===== src/rtl/mips_pkg.sv =====
// rtl/mips_pkg.sv - shared MIPS fetch types, opcodes and instruction field positions
package mips_pkg;

  typedef enum logic [1:0] {
    ST_IDLE  = 2'd0,
    ST_FETCH = 2'd1,
    ST_VALID = 2'd2,
    ST_ERR   = 2'd3
  } fetch_state_e;

  localparam logic [5:0] OP_RTYPE = 6'b000000;
  localparam logic [5:0] OP_ADDI  = 6'b001000;
  localparam logic [5:0] OP_LW    = 6'b100011;
  localparam logic [5:0] OP_SW    = 6'b101011;
  localparam logic [5:0] OP_BEQ   = 6'b000100;
  localparam logic [5:0] OP_J     = 6'b000010;

  localparam logic [31:0] DEFAULT_RESET_PC = 32'h0000_0000;

  localparam int OP_MSB   = 31;
  localparam int OP_LSB   = 26;
  localparam int JTGT_MSB = 25;
  localparam int JTGT_LSB = 0;
  localparam int IMM_MSB  = 15;
  localparam int IMM_LSB  = 0;

  // Branch displacement in bytes: sign-extended word offset scaled by 4.
  function automatic logic [31:0] branch_offset(input logic [15:0] imm);
    return {{14{imm[15]}}, imm, 2'b00};
  endfunction

endpackage


===== src/rtl/next_pc_calc.sv =====
// rtl/next_pc_calc.sv - combinational next-PC selection (jump over taken branch over pc+4)
module next_pc_calc
  import mips_pkg::*;
(
  input  logic [31:0]       pc,
  input  logic [JTGT_MSB:0] instr,
  input  logic              branch,
  input  logic              jump,
  input  logic              zero,
  output logic [31:0]       next_pc
);

  logic [31:0] pc4;

  always_comb begin
    pc4 = pc + 32'd4;
    if (jump) begin
      next_pc = {pc4[31:28], instr[JTGT_MSB:JTGT_LSB], 2'b00};
    end else if (branch && zero) begin
      next_pc = pc4 + branch_offset(instr[IMM_MSB:IMM_LSB]);
    end else begin
      next_pc = pc4;
    end
  end

endmodule


===== src/rtl/instr_fetch.sv =====
// rtl/instr_fetch.sv - MIPS fetch stage: PC register, imem req/ack, instr to decoder (option: FETCH_TIMEOUT_EN)
module instr_fetch
  import mips_pkg::*;
#(
  parameter logic [31:0] RESET_PC       = DEFAULT_RESET_PC,
  parameter int          TIMEOUT_CYCLES = 16
) (
  input  logic        clk,
  input  logic        rst_n,
  output logic        imem_req,
  output logic [31:0] imem_addr,
  input  logic [31:0] imem_rdata,
  input  logic        imem_ack,
  output logic        instr_valid,
  output logic [31:0] instr,
  output logic [5:0]  op,
  output logic [31:0] pc,
  input  logic        stall,
  input  logic        branch,
  input  logic        jump,
  input  logic        zero,
  output logic        fetch_err
);

  localparam logic [31:0] PC_INIT = {RESET_PC[31:2], 2'b00};

  fetch_state_e state_q, state_d;
  logic [31:0]  pc_q, pc_d;
  logic [31:0]  instr_q, instr_d;
  logic         valid_q, valid_d;
  logic         req_q, req_d;
  logic [31:0]  next_pc;

`ifdef FETCH_TIMEOUT_EN
  localparam int               CNT_W    = $clog2(TIMEOUT_CYCLES) + 1;
  localparam logic [CNT_W-1:0] CNT_LAST = CNT_W'(TIMEOUT_CYCLES - 1);
  logic [CNT_W-1:0] cnt_q, cnt_d;
  logic             err_q, err_d;
`else
  if (TIMEOUT_CYCLES < 1) begin : g_timeout_cfg_unused
  end
`endif

  next_pc_calc u_next_pc (
    .pc      (pc_q),
    .instr   (instr_q[JTGT_MSB:0]),
    .branch  (branch),
    .jump    (jump),
    .zero    (zero),
    .next_pc (next_pc)
  );

  always_comb begin
    state_d = state_q;
    pc_d    = pc_q;
    instr_d = instr_q;
    valid_d = valid_q;
    req_d   = req_q;
`ifdef FETCH_TIMEOUT_EN
    cnt_d   = cnt_q;
    err_d   = err_q;
`endif
    case (state_q)
      ST_IDLE: begin
        state_d = ST_FETCH;
        req_d   = 1'b1;
`ifdef FETCH_TIMEOUT_EN
        cnt_d   = '0;
`endif
      end
      ST_FETCH: begin
        if (imem_ack) begin
          instr_d = imem_rdata;
          valid_d = 1'b1;
          req_d   = 1'b0;
          state_d = ST_VALID;
        end
`ifdef FETCH_TIMEOUT_EN
        else if (cnt_q == CNT_LAST) begin
          err_d   = 1'b1;
          req_d   = 1'b0;
          state_d = ST_ERR;
        end else begin
          cnt_d = cnt_q + 1'b1;
        end
`endif
      end
      ST_VALID: begin
        // Control inputs are consumed only here, on the retiring cycle.
        if (!stall) begin
          pc_d    = next_pc;
          valid_d = 1'b0;
          req_d   = 1'b1;
          state_d = ST_FETCH;
`ifdef FETCH_TIMEOUT_EN
          cnt_d   = '0;
`endif
        end
      end
`ifdef FETCH_TIMEOUT_EN
      ST_ERR: begin
        state_d = ST_ERR;
        req_d   = 1'b0;
        valid_d = 1'b0;
      end
`endif
      default: begin
        state_d = ST_IDLE;
        req_d   = 1'b0;
        valid_d = 1'b0;
      end
    endcase
  end

  always_ff @(posedge clk) begin
    if (!rst_n) begin
      state_q <= ST_IDLE;
      pc_q    <= PC_INIT;
      instr_q <= '0;
      valid_q <= 1'b0;
      req_q   <= 1'b0;
`ifdef FETCH_TIMEOUT_EN
      cnt_q   <= '0;
      err_q   <= 1'b0;
`endif
    end else begin
      state_q <= state_d;
      pc_q    <= pc_d;
      instr_q <= instr_d;
      valid_q <= valid_d;
      req_q   <= req_d;
`ifdef FETCH_TIMEOUT_EN
      cnt_q   <= cnt_d;
      err_q   <= err_d;
`endif
    end
  end

  assign imem_req    = req_q;
  assign imem_addr   = pc_q;
  assign instr_valid = valid_q;
  assign instr       = instr_q;
  assign op          = instr_q[OP_MSB:OP_LSB];
  assign pc          = pc_q;
`ifdef FETCH_TIMEOUT_EN
  assign fetch_err   = err_q;
`else
  assign fetch_err   = 1'b0;
`endif

endmodule


===== config.mk =====
export PLATFORM = sky130hd
export DESIGN_NAME = instr_fetch
export DESIGN_NICKNAME = d
export VERILOG_FILES = /design/src/rtl/mips_pkg.sv /design/src/rtl/next_pc_calc.sv /design/src/rtl/instr_fetch.sv
export SDC_FILE = /design/constraint.sdc
export NUM_CORES = 1
export LEC_CHECK = 0
export BUFFER_PORTS_ARGS = -buffer_cell sky130_fd_sc_hd__buf_2
export CORE_UTILIZATION = 55
export CTS_BUF_LIST = sky130_fd_sc_hd__clkbuf_2
export DETAILED_ROUTE_END_ITERATION = 6
export GPL_TIMING_DRIVEN = 0
export HOLD_SLACK_MARGIN = 0.05
export PLACE_DENSITY = 0.83
export SLEW_MARGIN = 10
export SYNTH_ARGS = -nofsm -noshare
export SYNTH_HDL_FRONTEND = slang
export SYNTH_SLANG_ARGS = --single-unit

===== constraint.sdc =====
create_clock -name clk -period 4.5 [get_ports clk]
set_clock_uncertainty 0.05 [all_clocks]
set_input_delay 0.9 -clock clk [delete_from_list [all_inputs] [get_ports clk]]
set_output_delay 0.9 -clock clk [all_outputs]
set_load 0.01 [all_outputs]

==> report_table.html, run 1 <==
<table>
<tr><th>Metric</th><th>Value</th></tr>
<tr><th colspan="2">Setup path</th></tr>
<tr><td>Reg2reg end</td><td>imem_addr[24]</td></tr>
<tr><td>Reg-to-Reg Start</td><td>imem_addr[4]</td></tr>
<tr><td>Count of cells along the worst register-to-register path</td><td>13</td></tr>
<tr><td>Data required time of the critical path</td><td>4930 ps</td></tr>
<tr><td>Worst endpoint data arrival time</td><td>4560 ps</td></tr>
<tr><td>R2R Setup Slk</td><td>380 ps</td></tr>
<tr><td>Endpoint class of the critical path</td><td>register</td></tr>
<tr><td>Maximum fanout count along the critical path</td><td>8</td></tr>
<tr><td>Crit Path Category</td><td>reg2reg</td></tr>
<tr><td>Worst setup SP type</td><td>register</td></tr>
<tr><th colspan="2">Cells and area</th></tr>
<tr><td>Commonest non-fill, non-tap cells in the layout</td><td>buf_2 (137), nand2_1 (131), a21oi_1 (81)</td></tr>
<tr><td>Nets</td><td>949</td></tr>
<tr><td>Fillcell total</td><td>840</td></tr>
<tr><td>Share of final-layout standard cells stronger than drive strength 1</td><td>23.4%</td></tr>
<tr><td>Leading cell type in the layout, fill and taps excluded</td><td>buf_2</td></tr>
<tr><td>Area added between synthesis and finish</td><td>19.5%</td></tr>
<tr><td>Area taken by flip-flops and latches</td><td>0.00130 mm^2</td></tr>
<tr><td>Multi-input logic area</td><td>0.00353 mm^2</td></tr>
<tr><td>Cell area after layout</td><td>0.00633 mm^2</td></tr>
<tr><td>Count of inserted antenna diode cells</td><td>0</td></tr>
<tr><th colspan="2">Route</th></tr>
<tr><td>DRC</td><td>0</td></tr>
<tr><td>Average wire per standard cell</td><td>17.1 um</td></tr>
<tr><td>Final wirelength</td><td>17200 um</td></tr>
<tr><td>Via-per-instance ratio</td><td>5.87</td></tr>
<tr><td>Pre-Repair DR Iteration Count</td><td>5</td></tr>
<tr><td>Iteration-0 DRC Markers</td><td>361</td></tr>
<tr><td>Number of vias after detailed routing</td><td>5902</td></tr>
<tr><td>Post-detailed-route count of antenna-violating nets</td><td>0</td></tr>
<tr><th colspan="2">Pwr</th></tr>
<tr><td>Part of the power in registers</td><td>46.3%</td></tr>
<tr><td>Switching share of total power</td><td>31.3%</td></tr>
<tr><td>P_sw</td><td>0.422 mW</td></tr>
<tr><td>P_leak</td><td>3.12 nW</td></tr>
<tr><td>Max IR drop VDD</td><td>0.000138 V</td></tr>
<tr><td>Portion of total power attributed to combinational logic</td><td>17.4%</td></tr>
<tr><td>Pwr dens</td><td>213 mW/mm^2</td></tr>
<tr><td>Clock network power share</td><td>36.4%</td></tr>
<tr><td>Cell-internal power</td><td>0.926 mW</td></tr>
<tr><th colspan="2">Clock tree</th></tr>
<tr><td>Quantity of gates resized following cts</td><td>0</td></tr>
<tr><td>Postcts setup bufs</td><td>0</td></tr>
<tr><td>Sink count of the clock tree</td><td>65</td></tr>
<tr><td>Total CTS buffers</td><td>9</td></tr>
<tr><td>Number of buffers added to fix hold violations after cts</td><td>0</td></tr>
<tr><td>TritonCTS clock tree</td><td>yes</td></tr>
<tr><td>Clock tree root driver cell</td><td>clkbuf_2</td></tr>
<tr><td>CTS HTree Levels</td><td>3</td></tr>
<tr><td>CTS clk-pin slew, worst paths</td><td>210 ps</td></tr>
<tr><td>Worst-skew pair later-pin latency</td><td>580 ps</td></tr>
<tr><td>Largest buffer count on any clock path</td><td>2</td></tr>
<tr><th colspan="2">Placement</th></tr>
<tr><td>Placed Instance Area</td><td>0.00616 mm^2</td></tr>
<tr><td>Routability congestion estimate</td><td>1.03</td></tr>
<tr><td>Number of I/O port buffers</td><td>137</td></tr>
<tr><td>HPWL after DPL</td><td>13000 um</td></tr>
<tr><th colspan="2">Synth</th></tr>
<tr><td>Seq cells post-synth</td><td>65</td></tr>
<tr><td>Cell taking the most area after synthesis</td><td>dfxtp_1</td></tr>
<tr><td>Share of cell area taken by muxes after synthesis</td><td>0.567%</td></tr>
<tr><td>Number of library cell types mapped by synthesis</td><td>62</td></tr>
<tr><td>Post-synth EDFFs</td><td>0</td></tr>
<tr><td>Synth top area cells</td><td>dfxtp_1 (25%), nand2_1 (9.3%), ha_1 (8.7%)</td></tr>
<tr><td>Dominant combinational cell family by area after synthesis</td><td>compound AO/OA/AOI/OAI gates</td></tr>
<tr><td>Xor/xnor share of the synthesized area</td><td>7.11%</td></tr>
<tr><td>Simple-gate area share of the yosys netlist</td><td>24.5%</td></tr>
<tr><td>Post-Synthesis Mean Instance Area</td><td>7.35 um^2</td></tr>
<tr><td>Post-synthesis compound-gate area fraction</td><td>25.0%</td></tr>
<tr><td>Netlist Area Pre-Place</td><td>0.00530 mm^2</td></tr>
<tr><td>Post-synth top flop</td><td>dfxtp_1</td></tr>
<tr><td>Number of standard cells after synthesis</td><td>720</td></tr>
<tr><td>Proportion of synthesized chip area in sequential cells</td><td>24.6%</td></tr>
<tr><td>Proportion of synthesized flip-flops having asynchronous set or reset</td><td>0%</td></tr>
<tr><td>Area share of fa/ha/maj cells after synthesis</td><td>9.12%</td></tr>
<tr><td>Synthesis Warnings</td><td>0</td></tr>
<tr><td>Area share of the largest cell type after synthesis</td><td>24.6%</td></tr>
<tr><th colspan="2">Min path</th></tr>
<tr><td>Class of the tightest hold or removal check</td><td>reg2reg</td></tr>
<tr><td>Worst hold path depth</td><td>2</td></tr>
<tr><td>Endpoint of the worst hold path</td><td>instr[27]</td></tr>
<tr><td>Hold Crit Start</td><td>instr[27]</td></tr>
<tr><th colspan="2">STA</th></tr>
<tr><td>Fin. Hold Viols</td><td>0</td></tr>
<tr><td>Slew at the pin with the worst max-slew slack</td><td>1020 ps</td></tr>
<tr><td>Unrepaired setup endpoints after global routing</td><td>false</td></tr>
<tr><td>Final count of negative-setup-slack endpoints</td><td>0</td></tr>
<tr><td>Period minus WS final</td><td>4120 ps</td></tr>
<tr><td>Total count of max-transition violations in the final report</td><td>0</td></tr>
<tr><td>Top achievable clock speed</td><td>242 MHz</td></tr>
<tr><td>Remaining max-slew budget at the tightest pin</td><td>31.8%</td></tr>
<tr><td>Tightest hold margin</td><td>432 ps</td></tr>
<tr><td>Final total negative setup slack</td><td>0 ps</td></tr>
<tr><td>Crit share post-route</td><td>91.6%</td></tr>
<tr><th colspan="2">Die</th></tr>
<tr><td>Initial standard-cell utilization of the core</td><td>57.0%</td></tr>
<tr><td>Floorplan die area</td><td>0.0100 mm^2</td></tr>
<tr><td>Core Region</td><td>0.00928 mm^2</td></tr>
<tr><td>IO Count</td><td>144</td></tr>
<tr><td>Die height</td><td>100 um</td></tr>
<tr><td>Std-Cell Rows</td><td>35</td></tr>
<tr><td>Horizontal die dimension</td><td>100 um</td></tr>
<tr><th colspan="2">GRT</th></tr>
<tr><td>Overall overflow remaining after global route</td><td>0</td></tr>
<tr><td>Via count of the first global-routing pass</td><td>5462</td></tr>
<tr><td>Pin count of the biggest net entering global routing</td><td>29</td></tr>
<tr><td>Initial antenna violation count</td><td>0</td></tr>
<tr><td>Total GRT Usage</td><td>34.9%</td></tr>
<tr><td>Global-route wire length before repair</td><td>27400 um</td></tr>
<tr><th colspan="2">Outcome</th></tr>
<tr><td>Result of the run</td><td>finished, final reports clean</td></tr>
<tr><th colspan="2">Job</th></tr>
<tr><td>Number of maximum-capacitance constraint violations</td><td>0</td></tr>
</table>
critical path: stages (launching register included):
cell and delay, ps:
dfxtp_1 570, and4_4 320, and4_1 190, buf_4 160
xor2_1 200, ha_1 320, a211oi_1 320, o2111ai_1 170
o211ai_1 220, a21boi_0 300, a221oi_2 510, o21ai_0 240
mux2i_1 170, a221o_1 280
stage by stage:
step           std cells  setup slack, ps  util (%)  total power [mW]
2_1_floorplan        724              955         -             0.774
3_3_place_gp         990              335      66.3             0.857
3_5_place_dp         990              262      66.3             0.863
4_1_cts             1006              225      68.1              1.34
5_1_grt             1006              139      68.2              1.40
6_report            1006              376      68.2              1.35
flip-flops by register name (all words and copies together) (netlist names):
signal,flops
instr,32
imem_addr,30
imem_req,1
instr_valid,1
state_q,1
synth_stat cells (all sizes together) (4+ instances only):
cell,count
inv,13
nand2,132
buf,47
a211oi,11
a21o,19
nand3b,4
a21boi,4
nor3,17
ha,37
o21ai,32
xnor2,21
nand2b,6
a32o,4
o211ai,14
dfxtp,65
nor2,48
and3,10
nand4,10
and4,6
and2,7
or3,6
xor2,22
nand3,21
a31oi,5
a21oi,82
clkbuf,27
how the worst max path moves through the flow:
stage	start	end	slack, ps	cells after the start
2_1_floorplan	imem_addr[4]	imem_addr[24]	950	14
3_3_place_gp	imem_addr[4]	imem_addr[24]	330	13
3_5_place_dp	imem_addr[9]	imem_addr[24]	260	13
4_1_cts	imem_addr[9]	imem_addr[24]	220	13
5_1_grt	imem_addr[4]	imem_addr[24]	140	14
6_report	imem_addr[4]	imem_addr[24]	380	13
routing by layer:
layer | GRT usage (%) | routed length [um] | up-vias | share of wire (%)
met4 | 14.3 | 654 | 0 | 3.8
met2 | 57.2 | 7980 | 294 | 46
met5 | 0 | 0 | - | 0
met3 | 6.20 | 1350 | 61 | 7.8
met1 | 45.3 | 7210 | 2709 | 42
li1 | - | - | 2838 | -
final cells by class:
class                      instances  share of cell area, %
sequential                        65                   20.6
clock inverter                     7                   1.88
timing repair buffer             137                   10.8
inverter                          13                  0.771
buffer                            74                   6.88
multi-input combinational        572                   55.8
clock buffer                       9                  0.712
tap                              129                   2.55
cell families (layout without fill, tap and decap cells):
group	Yosys count	count (layout)
multiplexers	3	3
other	1	5
AO/OA/AOI/OAI	207	207
adder cells (fa/ha/maj)	38	38
AND/OR/NAND/NOR	276	276
flip-flops	65	65
XOR/XNOR	43	43
buffers and inverters	87	240
power groups by stage:
| stage | clock [mW] | sequential, mW | combinational, mW |
|---|---|---|---|
| floorplan | 0 | 0.637 | 0.137 |
| finish | 0.490 | 0.623 | 0.234 |
| global placement | 0 | 0.633 | 0.224 |
| global route | 0.517 | 0.627 | 0.257 |
| CTS | 0.489 | 0.623 | 0.230 |
| detailed placement | 0 | 0.635 | 0.229 |
Power figures use the tool's default switching activity.
==> inputs of run 2 (changes only) <==
==> constraint.sdc (replaced) <==
create_clock -name clk -period 3.9 [get_ports clk]
set_clock_uncertainty 0.05 [all_clocks]
set_input_delay 0.78 -clock clk [delete_from_list [all_inputs] [get_ports clk]]
set_output_delay 0.78 -clock clk [all_outputs]
set_load 0.01 [all_outputs]
==> run 2 against run 1 <==
  * Die area unchanged
  * Largest cell class unchanged
  * Non-clock buffer count up 3
  * Combinational power up 16%
  * Sequential power up 15%
  * Highest routed layer unchanged
==> report_table.html, run 2 (same netlist as run 1, synthesis figures left out) <==
<table>
<tr><th>Metric</th><th>Value</th></tr>
<tr><th colspan="2">Min path</th></tr>
<tr><td>Class of the tightest hold or removal check</td><td>in2reg</td></tr>
<tr><td>Endpoint of the worst hold path</td><td>instr[2]</td></tr>
<tr><td>Hold Crit Start</td><td>imem_rdata[2]</td></tr>
<tr><td>Worst hold path depth</td><td>3</td></tr>
<tr><th colspan="2">STA</th></tr>
<tr><td>Total count of max-transition violations in the final report</td><td>0</td></tr>
<tr><td>Tightest hold margin</td><td>359 ps</td></tr>
<tr><td>Worst Setup Slack, final</td><td>163 ps</td></tr>
<tr><td>Top achievable clock speed</td><td>268 MHz</td></tr>
<tr><td>Slew at the pin with the worst max-slew slack</td><td>1040 ps</td></tr>
<tr><td>Final count of negative-setup-slack endpoints</td><td>0</td></tr>
<tr><td>Fin. Hold Viols</td><td>0</td></tr>
<tr><td>Remaining max-slew budget at the tightest pin</td><td>30.5%</td></tr>
<tr><td>Final total negative setup slack</td><td>0 ps</td></tr>
<tr><td>Crit share post-route</td><td>95.8%</td></tr>
<tr><td>Unrepaired setup endpoints after global routing</td><td>false</td></tr>
<tr><td>Period minus WS final</td><td>3740 ps</td></tr>
<tr><th colspan="2">Route</th></tr>
<tr><td>Pre-Repair DR Iteration Count</td><td>5</td></tr>
<tr><td>Iteration-0 DRC Markers</td><td>400</td></tr>
<tr><td>DRC</td><td>0</td></tr>
<tr><td>Post-detailed-route count of antenna-violating nets</td><td>0</td></tr>
<tr><td>Final wirelength</td><td>17400 um</td></tr>
<tr><td>Via-per-instance ratio</td><td>5.92</td></tr>
<tr><td>Number of vias after detailed routing</td><td>5970</td></tr>
<tr><td>Average wire per standard cell</td><td>17.3 um</td></tr>
<tr><th colspan="2">Cells and area</th></tr>
<tr><td>Area added between synthesis and finish</td><td>22.0%</td></tr>
<tr><td>Cell area after layout</td><td>0.00646 mm^2</td></tr>
<tr><td>Commonest non-fill, non-tap cells in the layout</td><td>buf_2 (137), nand2_1 (131), a21oi_1 (81)</td></tr>
<tr><td>Share of final-layout standard cells stronger than drive strength 1</td><td>26.5%</td></tr>
<tr><td>Count of inserted antenna diode cells</td><td>0</td></tr>
<tr><td>Max reg flops</td><td>32</td></tr>
<tr><td>Nets</td><td>952</td></tr>
<tr><td>Leading cell type in the layout, fill and taps excluded</td><td>buf_2</td></tr>
<tr><th colspan="2">Clock tree</th></tr>
<tr><td>Clock tree root driver cell</td><td>clkbuf_2</td></tr>
<tr><td>CTS HTree Levels</td><td>3</td></tr>
<tr><td>TritonCTS clock tree</td><td>yes</td></tr>
<tr><td>Largest buffer count on any clock path</td><td>2</td></tr>
<tr><td>Sink count of the clock tree</td><td>65</td></tr>
<tr><td>CTS clk-pin slew, worst paths</td><td>220 ps</td></tr>
<tr><td>Total CTS buffers</td><td>9</td></tr>
<tr><td>Worst-skew pair later-pin latency</td><td>570 ps</td></tr>
<tr><th colspan="2">GRT</th></tr>
<tr><td>Initial antenna violation count</td><td>0</td></tr>
<tr><td>Total GRT Usage</td><td>34.9%</td></tr>
<tr><td>Global-route wire length before repair</td><td>27400 um</td></tr>
<tr><td>Pin count of the biggest net entering global routing</td><td>29</td></tr>
<tr><td>Via count of the first global-routing pass</td><td>5454</td></tr>
<tr><td>Overall overflow remaining after global route</td><td>0</td></tr>
<tr><th colspan="2">Pwr</th></tr>
<tr><td>Portion of total power attributed to combinational logic</td><td>17.5%</td></tr>
<tr><td>Switching share of total power</td><td>31.5%</td></tr>
<tr><td>Part of the power in registers</td><td>46.0%</td></tr>
<tr><td>Max IR drop VDD</td><td>0.000159 V</td></tr>
<tr><td>Pwr dens</td><td>240 mW/mm^2</td></tr>
<tr><td>P_sw</td><td>0.489 mW</td></tr>
<tr><td>Cell-internal power</td><td>1.06 mW</td></tr>
<tr><td>Clock network power share</td><td>36.5%</td></tr>
<tr><td>P_leak</td><td>3.16 nW</td></tr>
<tr><th colspan="2">Setup path</th></tr>
<tr><td>Crit Path Category</td><td>reg2reg</td></tr>
<tr><td>Worst endpoint data arrival time</td><td>4180 ps</td></tr>
<tr><td>Worst setup SP type</td><td>register</td></tr>
<tr><td>Reg-to-Reg Start</td><td>imem_addr[15]</td></tr>
<tr><td>Count of cells along the worst register-to-register path</td><td>12</td></tr>
<tr><td>Maximum fanout count along the critical path</td><td>10</td></tr>
<tr><td>R2R Setup Slk</td><td>160 ps</td></tr>
<tr><td>Reg2reg end</td><td>imem_addr[31]</td></tr>
<tr><td>Data required time of the critical path</td><td>4340 ps</td></tr>
<tr><td>Endpoint class of the critical path</td><td>register</td></tr>
<tr><th colspan="2">Die</th></tr>
<tr><td>Std-Cell Rows</td><td>35</td></tr>
<tr><td>Initial standard-cell utilization of the core</td><td>57.0%</td></tr>
<tr><td>Die height</td><td>100 um</td></tr>
<tr><td>Core Region</td><td>0.00928 mm^2</td></tr>
<tr><td>Horizontal die dimension</td><td>100 um</td></tr>
<tr><td>IO Count</td><td>144</td></tr>
<tr><td>Floorplan die area</td><td>0.0100 mm^2</td></tr>
<tr><th colspan="2">Placement</th></tr>
<tr><td>HPWL after DPL</td><td>13000 um</td></tr>
<tr><td>Routability congestion estimate</td><td>1.03</td></tr>
<tr><td>Pre-CTS worst setup slack</td><td>-338 ps</td></tr>
<tr><td>Placed Instance Area</td><td>0.00616 mm^2</td></tr>
<tr><td>Number of I/O port buffers</td><td>137</td></tr>
<tr><th colspan="2">Job</th></tr>
<tr><td>Number of maximum-capacitance constraint violations</td><td>0</td></tr>
<tr><th colspan="2">Outcome</th></tr>
<tr><td>Result of the run</td><td>finished, final reports clean</td></tr>
</table>
run 2: cell types whose count changed in the layout (fill, tap and decap cells not counted), moves of 2 or more:
cell / before / now
buf_4: 42 / 46
dfxtp_2: 0 / 5
dfxtp_1: 65 / 51
nand3_1: 20 / 18
a21boi_0: 4 / 2
dfxtp_4: 0 / 9
run 2: metrics by stage:
step                      power (mW)  std cells  utilization (%)
after floorplan                0.893        724                -
final                           1.55       1009             69.6
after detailed placement       0.996        990             66.3
after global placement         0.989        990             66.3
after global routing            1.62       1009             69.6
after CTS                       1.55       1007             68.3
run 2: layout make-up:
class	count	area, um^2
Buffer	73	432
Clock buffer	9	45.0
Clock inverter	7	119
Fill cell	824	2820
Inverter	13	48.8
Multi-Input combinational cell	572	3600
Sequential cell	65	1340
Tap cell	129	161
Timing Repair Buffer	141	716
run 2: worst max path at each step:
stage / to / slack [ps] / cells after the start / start
detailed placement: imem_addr[24] / -340 / 13 / imem_addr[9]
global route: imem_addr[27] / 2 / 13 / imem_addr[18]
finish: imem_addr[31] / 160 / 12 / imem_addr[15]
CTS: imem_addr[27] / 0.7 / 13 / imem_addr[2]
floorplan: imem_addr[24] / 350 / 14 / imem_addr[4]
global placement: imem_addr[24] / -270 / 13 / imem_addr[4]
run 2: routing by layer:
layer,GRT usage [%],up-vias,share of wire [%]
li1,-,2844,-
met1,45.2,2733,41
met2,57.3,335,47
met3,6.13,58,9.2
met4,14.3,0,3.0
met5,0,-,0
run 2: worst max-delay path, cell delays in order, from the launching register on:
cell      delay [ps]
dfxtp_2          440
and4_1           280
nand4_1          300
or3_4            470
nor3_1           240
xor2_1           290
ha_1             380
a21o_1           220
a21oi_1          150
nor2b_1           80
a2111o_1         420
a31o_1           200
a21oi_2          120
run 2: timing repair:
item	in CTS	in global routing
hold buffers	0	0
gates resized for setup	7	33
pin swaps	1	1
setup endpoints to repair	5	10
buffers inserted	1	3
run 2: power groups by stage:
stage	Sequential [mW]	Clock [mW]	Combinational (mW)
final	0.715	0.567	0.272
after global routing	0.718	0.600	0.299
after CTS	0.719	0.565	0.266
after detailed placement	0.732	0	0.264
after global placement	0.731	0	0.258
after floorplan	0.735	0	0.158
==> inputs of run 3 (changes only) <==
--- a/config.mk
+++ b/config.mk
@@ -15,4 +15,5 @@
 export SLEW_MARGIN = 10
 export SYNTH_ARGS = -nofsm -noshare
 export SYNTH_HDL_FRONTEND = slang
+export SYNTH_HIERARCHICAL = 1
 export SYNTH_SLANG_ARGS = --single-unit
==> run 3 against run 2 <==
  * The flow now finishes with violations (setup timing)
  * Die area grew 1.6%
  * Non-clock buffer count rose by 24
  * Critical path depth rose by 6
  * Clock power is 8.5% lower
  * Setup slack got worse by 170 ps
  * Global-route usage is 0.31 points higher
  * Critical path type unchanged
  * Critical endpoint unchanged
==> report_table.html, run 3 <==
<table>
<tr><th>Metric</th><th>Value</th></tr>
<tr><th colspan="2">Die</th></tr>
<tr><td>Die height</td><td>101 um</td></tr>
<tr><td>Horizontal die dimension</td><td>101 um</td></tr>
<tr><td>Core Region</td><td>0.00937 mm^2</td></tr>
<tr><td>IO Count</td><td>144</td></tr>
<tr><td>Floorplan die area</td><td>0.0102 mm^2</td></tr>
<tr><td>Initial standard-cell utilization of the core</td><td>57.4%</td></tr>
<tr><td>Std-Cell Rows</td><td>35</td></tr>
<tr><th colspan="2">Synth</th></tr>
<tr><td>Netlist Area Pre-Place</td><td>0.00538 mm^2</td></tr>
<tr><td>Most common cell in the netlist</td><td>nand2_1</td></tr>
<tr><td>Number of nets in the synthesized netlist</td><td>798</td></tr>
<tr><td>Synth top cells by count</td><td>nand2_1 (113), nand3_1 (80), o21ai_0 (79), dfxtp_1 (67), buf_4 (42)</td></tr>
<tr><td>Post-synth EDFFs</td><td>0</td></tr>
<tr><td>Proportion of synthesized flip-flops having asynchronous set or reset</td><td>0%</td></tr>
<tr><td>Seq cells post-synth</td><td>67</td></tr>
<tr><td>Number of standard cells after synthesis</td><td>721</td></tr>
<tr><td>Area share of the largest cell type after synthesis</td><td>24.9%</td></tr>
<tr><td>Cell taking the most area after synthesis</td><td>dfxtp_1</td></tr>
<tr><td>Number of library cell types mapped by synthesis</td><td>65</td></tr>
<tr><td>Synthesis Warnings</td><td>6</td></tr>
<tr><td>Post-Synthesis Mean Instance Area</td><td>7.47 um^2</td></tr>
<tr><td>Post-synth top flop</td><td>dfxtp_1</td></tr>
<tr><td>Proportion of synthesized chip area in sequential cells</td><td>24.9%</td></tr>
<tr><td>Synth top area cells</td><td>dfxtp_1 (25%), ha_1 (8.6%), nand2_1 (7.9%)</td></tr>
<tr><th colspan="2">Route</th></tr>
<tr><td>Average wire per standard cell</td><td>17.5 um</td></tr>
<tr><td>Post-detailed-route count of antenna-violating nets</td><td>0</td></tr>
<tr><td>Final wirelength</td><td>17900 um</td></tr>
<tr><td>DRC</td><td>0</td></tr>
<tr><td>Pre-Repair DR Iteration Count</td><td>5</td></tr>
<tr><td>Number of vias after detailed routing</td><td>6101</td></tr>
<tr><td>Iteration-0 DRC Markers</td><td>444</td></tr>
<tr><td>Via-per-instance ratio</td><td>5.98</td></tr>
<tr><th colspan="2">STA</th></tr>
<tr><td>Top achievable clock speed</td><td>256 MHz</td></tr>
<tr><td>Crit share post-route</td><td>100%</td></tr>
<tr><td>Final count of negative-setup-slack endpoints</td><td>1</td></tr>
<tr><td>Fin. Hold Viols</td><td>0</td></tr>
<tr><td>Final total negative setup slack</td><td>-6.72 ps</td></tr>
<tr><td>Worst Setup Slack, final</td><td>-6.72 ps</td></tr>
<tr><td>Remaining max-slew budget at the tightest pin</td><td>28.5%</td></tr>
<tr><td>Total count of max-transition violations in the final report</td><td>0</td></tr>
<tr><td>Slew at the pin with the worst max-slew slack</td><td>1070 ps</td></tr>
<tr><td>Period minus WS final</td><td>3910 ps</td></tr>
<tr><td>Unrepaired setup endpoints after global routing</td><td>true</td></tr>
<tr><th colspan="2">Outcome</th></tr>
<tr><td>Result of the run</td><td>complete, but fails checks</td></tr>
<tr><td>Violated checks</td><td>setup timing</td></tr>
<tr><th colspan="2">Pwr</th></tr>
<tr><td>Max IR drop VDD</td><td>0.000218 V</td></tr>
<tr><td>Pwr dens</td><td>226 mW/mm^2</td></tr>
<tr><td>P_leak</td><td>3.17 nW</td></tr>
<tr><td>Final total power</td><td>1.54 mW</td></tr>
<tr><th colspan="2">Clock tree</th></tr>
<tr><td>Worst-skew pair later-pin latency</td><td>540 ps</td></tr>
<tr><td>Total CTS buffers</td><td>9</td></tr>
<tr><td>Clock tree root driver cell</td><td>clkbuf_2</td></tr>
<tr><td>CTS clk-pin slew, worst paths</td><td>250 ps</td></tr>
<tr><td>Largest buffer count on any clock path</td><td>2</td></tr>
<tr><td>Number of buffers added to fix hold violations after cts</td><td>0</td></tr>
<tr><td>TritonCTS clock tree</td><td>yes</td></tr>
<tr><td>CTS HTree Levels</td><td>3</td></tr>
<tr><td>Sink count of the clock tree</td><td>67</td></tr>
<tr><th colspan="2">Cells and area</th></tr>
<tr><td>Leading cell type in the layout, fill and taps excluded</td><td>buf_2</td></tr>
<tr><td>Count of inserted antenna diode cells</td><td>0</td></tr>
<tr><td>Commonest non-fill, non-tap cells in the layout</td><td>buf_2 (149), nand2_1 (113), nand3_1 (78)</td></tr>
<tr><td>Share of final-layout standard cells stronger than drive strength 1</td><td>33.3%</td></tr>
<tr><td>Nets</td><td>964</td></tr>
<tr><td>End-of-flow core utilization</td><td>72.9%</td></tr>
<tr><td>Fillcell total</td><td>775</td></tr>
<tr><td>Area added between synthesis and finish</td><td>26.9%</td></tr>
<tr><th colspan="2">Placement</th></tr>
<tr><td>Routability congestion estimate</td><td>1.01</td></tr>
<tr><td>HPWL after DPL</td><td>13100 um</td></tr>
<tr><td>Number of I/O port buffers</td><td>140</td></tr>
<tr><th colspan="2">GRT</th></tr>
<tr><td>Pin count of the biggest net entering global routing</td><td>25</td></tr>
<tr><td>Via count of the first global-routing pass</td><td>5556</td></tr>
<tr><td>Initial antenna violation count</td><td>0</td></tr>
<tr><td>Total GRT Usage</td><td>35.2%</td></tr>
<tr><td>Overall overflow remaining after global route</td><td>0</td></tr>
<tr><td>Global-route wire length before repair</td><td>27600 um</td></tr>
<tr><th colspan="2">Setup path</th></tr>
<tr><td>Count of cells along the worst register-to-register path</td><td>18</td></tr>
<tr><td>Reg2reg end</td><td>imem_addr[31]</td></tr>
<tr><td>R2R Setup Slk</td><td>-7 ps</td></tr>
<tr><td>Crit Path Category</td><td>reg2reg</td></tr>
<tr><td>End of the critical path</td><td>imem_addr[31]</td></tr>
<tr><td>Timing startpoint of the critical path</td><td>imem_addr[11]</td></tr>
<tr><td>Worst setup SP type</td><td>register</td></tr>
<tr><td>Worst endpoint data arrival time</td><td>4310 ps</td></tr>
<tr><td>Endpoint class of the critical path</td><td>register</td></tr>
<tr><td>Data required time of the critical path</td><td>4300 ps</td></tr>
<tr><td>Reg-to-Reg Start</td><td>imem_addr[11]</td></tr>
<tr><td>Maximum fanout count along the critical path</td><td>6</td></tr>
<tr><th colspan="2">Min path</th></tr>
<tr><td>Class of the tightest hold or removal check</td><td>in2reg</td></tr>
<tr><th colspan="2">Job</th></tr>
<tr><td>Number of maximum-capacitance constraint violations</td><td>0</td></tr>
</table>
==> run 3: changes by cell type after synthesis, moves of 9 or more <==
cell      change
buf_2         +9
nand3_1      +60
a211oi_1      -9
xnor2_1      +11
a21o_1       -12
o21a_1       +13
nor3_1       -11
nor2_1       -28
nand2_1      -18
o21ai_0      +47
a21oi_1      -49
==> run 3: timing repair <==
item / CTS / global route
gates resized for setup: 39 / 34
buffers inserted: 14 / 5
hold endpoints to repair: 0 / 0
endpoints found under the setup margin: 17 / 15
pin swaps: 12 / 18
==> run 3: where the power goes <==
| group | internal, mW | switching, mW |
|---|---|---|
| combinational | 0.114 | 0.172 |
| clock | 0.216 | 0.303 |
| sequential | 0.704 | 0.0339 |
==> run 3: logic make-up after synthesis <==
logic type | Yosys count | synth area share (%)
and+or+nand+nor | 266 | 23.8
adders and majority gates | 38 | 8.97
buffers and inverters | 99 | 10.3
xor gates and xnor gates | 52 | 8.60
muxes | 8 | 1.53
DFF | 67 | 24.9
other | 1 | 0.0697
AOI/OAI and AO/OA | 190 | 21.8
==> run 3: area by class of cell <==
class                      instances  area [um^2]  share of cell area [%]
tap                              129          161                    2.36
clock inverter                     7          101                    1.48
inverter                          16         60.1                   0.879
sequential                        67         1370                    20.1
buffer                            79          478                    7.00
multi-input combinational        555         3770                    55.2
clock buffer                       9         45.0                   0.659
timing repair buffer             159          843                    12.3
==> run 3: worst max-delay path: stages, from the launching register on <==
cell,delay (ps)
dfxtp_4,410
and4_4,220
and3_4,200
and4_4,270
and2_4,200
nand3_4,150
xnor2_4,180
ha_4,290
o21a_1,110
o211ai_1,200
a21oi_1,70
a211o_1,260
a21oi_4,190
o31ai_2,120
o41a_1,350
mux2i_2,230
xnor2_1,150
nand3_1,90
o21ai_1,90
==> run 3: stage by stage <==
step | hold slack, ps | cells | setup WS (ps) | cell area, um^2
5_1_grt | 355 | 1021 | -214 | 6830
2_1_floorplan | 450 | 721 | 5.12 | 5380
6_report | 402 | 1021 | -6.72 | 6830
3_5_place_dp | 431 | 990 | -642 | 6240
3_3_place_gp | 420 | 990 | -535 | 6240
4_1_cts | 382 | 1016 | 0.852 | 6650
==> run 3: how the worst min path moves through the flow <==
stage	from	endpoint	slack (ps)	cells after the start
after floorplan	imem_addr[0]	imem_addr[0]	450	2
after global placement	imem_addr[0]	imem_addr[0]	420	2
after detailed placement	imem_addr[1]	imem_addr[1]	430	2
after CTS	imem_rdata[23]	instr[23]	380	3
after global routing	imem_rdata[24]	instr[24]	350	3
final	imem_rdata[6]	instr[6]	400	3
==> run 3: layer usage <==
metal	track usage [%]	vias to the layer above	routed length, um
met3	6.93	63	1580
met1	47.4	2847	7510
li1	-	2861	-
met5	0	-	0
met2	55.2	330	8120
met4	14.0	0	665
